**config.mk**
```make
export PLATFORM = sky130hd
export DESIGN_NAME = barrett_reduce_pipe
export DESIGN_NICKNAME = d
export VERILOG_FILES = /design/src/rtl/barrett_pkg.sv /design/src/rtl/barrett_core_stage.sv /design/src/rtl/barrett_reduce_pipe.sv
export SDC_FILE = /design/constraint.sdc
export NUM_CORES = 1
export LEC_CHECK = 0
export ABC_AREA = 1
export BUFFER_PORTS_ARGS = -buffer_cell sky130_fd_sc_hd__buf_2
export CAP_MARGIN = 20
export CORE_ASPECT_RATIO = 1.1
export CORE_UTILIZATION = 55
export CTS_CLUSTER_SIZE = 14
export DETAILED_ROUTE_END_ITERATION = 8
export PLACE_DENSITY = 0.81
export RECOVER_POWER = 25
export SYNTH_ARGS = -nofsm -noshare
export SYNTH_HDL_FRONTEND = slang
export SYNTH_HIERARCHICAL = 1
export SYNTH_SLANG_ARGS = --single-unit
```
**constraint.sdc**
```tcl
create_clock -name clk -period 3.3 [get_ports clk]
set_input_delay 0.33 -clock clk [delete_from_list [all_inputs] [get_ports clk]]
set_output_delay 0.33 -clock clk [all_outputs]
set_load 0.01 [all_outputs]
```
**src/rtl/barrett_pkg.sv**
```systemverilog
// Shared constants and elaboration-time helpers for Barrett modular reducers.
// Fixed-prime wrappers derive their residue width and reciprocal from these functions.
package barrett_pkg;

  function automatic int unsigned barrett_qw(input int unsigned q);
    return $clog2(q);
  endfunction

  // floor(2^dw / q): the scaled reciprocal used for the quotient estimate
  function automatic longint unsigned barrett_mu(input int unsigned q, input int unsigned dw);
    return (longint'(1) << dw) / longint'(q);
  endfunction

  localparam int unsigned Q_DEFAULT  = 151;
  localparam int unsigned QW_DEFAULT = barrett_qw(Q_DEFAULT);
  localparam int unsigned DW_DEFAULT = 2 * QW_DEFAULT;
  localparam int unsigned MU_DEFAULT = int'(barrett_mu(Q_DEFAULT, DW_DEFAULT));

endpackage

```
**src/rtl/barrett_core_stage.sv**
```systemverilog
// Combinational Barrett middle step: quotient estimate from the scaled product,
// then the partial remainder x - qe*Q, which lands in 0..2Q-1.
module barrett_core_stage
  import barrett_pkg::*;
#(
  parameter int unsigned Q  = Q_DEFAULT,
  parameter int unsigned QW = barrett_qw(Q),
  parameter int unsigned DW = 2 * QW
) (
  input  logic [DW-1:0]       x,
  input  logic [2*DW-QW:0]    p1,
  output logic [QW:0]         r2
);

  localparam int unsigned PW = 2 * DW - QW + 1;

  logic [DW-QW:0] qe;
  logic [DW-1:0]  diff;
  logic           unused_bits;

  assign qe   = p1[PW-1:DW];
  // The true remainder is below 2Q, so only the low QW+1 bits of the
  // difference carry information; higher bits wrap harmlessly.
  assign diff = x - (DW'(qe) * DW'(Q));
  assign r2   = diff[QW:0];

  assign unused_bits = ^{p1[DW-1:0], diff[DW-1:QW+1]};

endmodule

```
**src/rtl/barrett_reduce_pipe.sv**
```systemverilog
// Three-stage pipelined Barrett reducer: dout_r = din_a mod Q, with an opaque tag
// carried alongside and global-enable valid/ready flow control.
module barrett_reduce_pipe
  import barrett_pkg::*;
#(
  parameter int unsigned Q  = Q_DEFAULT,
  parameter int unsigned QW = barrett_qw(Q),
  parameter int unsigned DW = 2 * QW,
  parameter int unsigned TW = 4
) (
  input  logic          clk,
  input  logic          rst_n,
  input  logic          in_valid,
  output logic          in_ready,
  input  logic [DW-1:0] din_a,
  input  logic [TW-1:0] tag_in,
  output logic          out_valid,
  input  logic          out_ready,
  output logic [QW-1:0] dout_r,
  output logic [TW-1:0] tag_out
);

  localparam int unsigned     MUW   = DW - QW + 1;
  localparam int unsigned     PW    = 2 * DW - QW + 1;
  localparam logic [MUW-1:0]  MU    = MUW'(barrett_mu(Q, DW));
  localparam logic [QW:0]     Q_EXT = (QW + 1)'(Q);

  // Handshake: a word moves in on in_valid && in_ready and out on
  // out_valid && out_ready. All stages advance together whenever the output
  // register is empty or being drained; in_ready never looks at in_valid.
  logic adv;

  logic          v1;
  logic [DW-1:0] x1;
  logic [PW-1:0] p1;
  logic [TW-1:0] t1;

  logic          v2;
  logic [QW:0]   r2;
  logic [TW-1:0] t2;

  logic [PW-1:0] p1_d;
  logic [QW:0]   r2_d;
  logic [QW-1:0] dout_d;

  assign adv      = !out_valid || out_ready;
  assign in_ready = adv;

  assign p1_d = PW'(din_a) * PW'(MU);

  barrett_core_stage #(
    .Q  (Q),
    .QW (QW),
    .DW (DW)
  ) u_core (
    .x  (x1),
    .p1 (p1),
    .r2 (r2_d)
  );

  // The estimate undershoots by at most one multiple of Q, so one subtract suffices.
  assign dout_d = (r2 >= Q_EXT) ? QW'(r2 - Q_EXT) : r2[QW-1:0];

  always_ff @(posedge clk or negedge rst_n) begin
    if (!rst_n) begin
      v1        <= 1'b0;
      x1        <= '0;
      p1        <= '0;
      t1        <= '0;
      v2        <= 1'b0;
      r2        <= '0;
      t2        <= '0;
      out_valid <= 1'b0;
      dout_r    <= '0;
      tag_out   <= '0;
    end else if (adv) begin
      v1        <= in_valid;
      x1        <= din_a;
      p1        <= p1_d;
      t1        <= tag_in;
      v2        <= v1;
      r2        <= r2_d;
      t2        <= t1;
      out_valid <= v2;
      dout_r    <= dout_d;
      tag_out   <= t2;
    end
  end

endmodule

```
==> out/qor.csv <==
stage;metric;value;unit
run_status;status;finished with violations;
run_status;violations;capacitance limit, slew limit, setup timing;
route;wl;14500;um
synth;avgSynthCellArea;7.75;sq um
setup_path;critical_path.cell_chain;inv_2 -> fa_1 -> inv_1 -> fa_1 -> ha_4 -> fa_1 -> inv_2 -> ha_4 -> nand2_1 -> nor2_1 -> a21oi_2 -> inv_1 -> nand3_1 -> nand2_1 -> nand2_1 -> o21ai_1;
setup_path;crit_type;flip-flop to flip-flop;
clock_network;clockBufferDepth;2;
sta;slew_headroom;-24.0;%
synth;syn_inst;742;
run;maxCapViolCount;1;
clock_network;cts_root_buf;clkbuf_8;
placement;gp_congestion;0.903;
min_path;holdCritPathClass;input pin to flip-flop;
clock_network;clk_pin_slew;0.09;ns
route;wl_per_cell;14.7;um
setup_path;path_depth;16;
setup_path;startpoint_type;flip-flop;
global_routing;track_usage;26.4;%
global_routing;grt_max_degree;62;
global_routing;antenna_found_initial;0;
sta;fmax;0.299;GHz
clock_network;worst_skew_pair.late_latency;0.31;ns
floorplan;initial_core_util;57.3;%
floorplan;core-area;10000;sq um
clock_network;cts_sinks;50;
route;drtAntennaViolNets;0;
sta;setup_viol;2;
sta;fin_ws;-0.0478;ns
setup_path;slowest_stage;fa_1;
setup_path;cp-endpoint;r2[8];
setup_path;reg2reg_depth;16;
setup_path;reg2reg_from;p1[22];
sta;tns;-0.0711;ns
cells_and_area;nNetsFinal;1014;
clock_network;cts_buffers;5;
cells_and_area;final_util;73.3;%
placement;io_buffers;37;
floorplan;io_pins;38;
synth;synth_area;5750;sq um
cells_and_area;area_delta_synth_final;28.0;%
global_routing;grt_pass1_vias;5307;
route;firstDrtPassIters;5;
synth;synth_nets;908;
setup_path;path_delay_family;adder cells;
clock_network;cts_tree;built;
cells_and_area;final_common_cell;nand2_1;
setup_path;cp_max_fo;3;
cells_and_area;diodes;0;
sta;report.final.hold_viol_count;0;
setup_path;critPathCaptureType;flip-flop;
placement;hpwl;10300;um
sta;worst_pin_slew;1.86;ns
setup_path;required;3.47;ns
setup_path;crit_path_start;p1[22];
setup_path;max_stage_delay;0.54;ns
sta;fin_skew;0.00797;ns
synth;synth_warnings;6;
placement;placedInstanceArea;6590;sq um
placement;place_ws;-0.413;ns
floorplan;die_x;99.5;um
setup_path;cp_num_buf_inv;4;
sta;rsz0062_at_grt;true;
sta;slew_viol_final;37;
cells_and_area;postLayoutCellArea;7360;sq um
global_routing;grt-ovfl-total;0;
clock_network;cts_htree_levels;2;
sta;layout_min_cycle_time;3.35;ns
route;vias_per_cell;5.20;
route;drc;0;
setup_path;rr_endpoint;r2[8];
sta;finalCritPeriodShare;101;%
floorplan;die_area;10900;sq um
global_routing;grt_pass1_wl;22800;um
floorplan;rows;38;
cells_and_area;layout_common_cells;nand2_1 (209), inv_1 (127), buf_4 (74), ha_1 (63), dfrtp_1 (47);
floorplan;die_h;109;um
setup_path;cp.arrival;3.52;ns
route;vias;5140;
setup_path;reg2reg_slack;-0.05;ns
cells_and_area;drive_gt1_share;26.7;%
route;drt_iter0_drc;257;
## routing by layer
layer / GRT usage [%] / share of wire, %
met1: 27.5 / 36
met2: 52.8 / 56
met5: 0 / 0
met4: 11.8 / 4.6
met3: 2.95 / 3.1
## worst min path at each step
stage	from	end	slack, ns	cells past startpoint
2_1_floorplan	rst_n	dout_r[0]	0.03	0
3_3_place_gp	v2	out_valid	0.43	2
3_5_place_dp	v2	out_valid	0.43	2
4_1_cts	tag_in[0]	t1[0]	0.20	3
5_1_grt	tag_in[2]	t1[2]	0.21	3
6_report	tag_in[2]	t1[2]	0.21	3
## worst min-delay path, delay by kind of cell
kind,cells,cell delay [ns]
buf+inv,1,0.07
simple gates,2,0.08
## timing repair
item,CTS,global route
pin swaps,27,57
resized for setup,31,87
endpoints found under the setup margin,10,14
setup buffers,4,12
hold endpoints to repair,0,14
hold buffers,0,1
## cell type report
cell class | instances | area (sq um)
clock buffers | 5 | 68.8
clock inverters | 2 | 13.8
fillers | 672 | 2670
inverters | 145 | 544
multi-input cells | 532 | 4470
flip-flops and latches | 50 | 1250
well taps | 140 | 175
repair buffers | 114 | 827
## registers in the layout (all words and copies together), names as in the netlist, 4 cells and up
register,cells
tag_out,4
p1,9
x1,9
r2,9
t1,4
t2,4
dout_r,8
## metrics by stage
stage / cells / hold WS (ns)
global route: 988 / 0.207
CTS: 974 / 0.204
floorplan: 742 / 0.0344
global placement: 963 / 0.432
detailed placement: 963 / 0.429
finish: 988 / 0.210
Power is not shown: default switching activity piles up to over one toggle a cycle in this logic, so the estimate is an artifact.
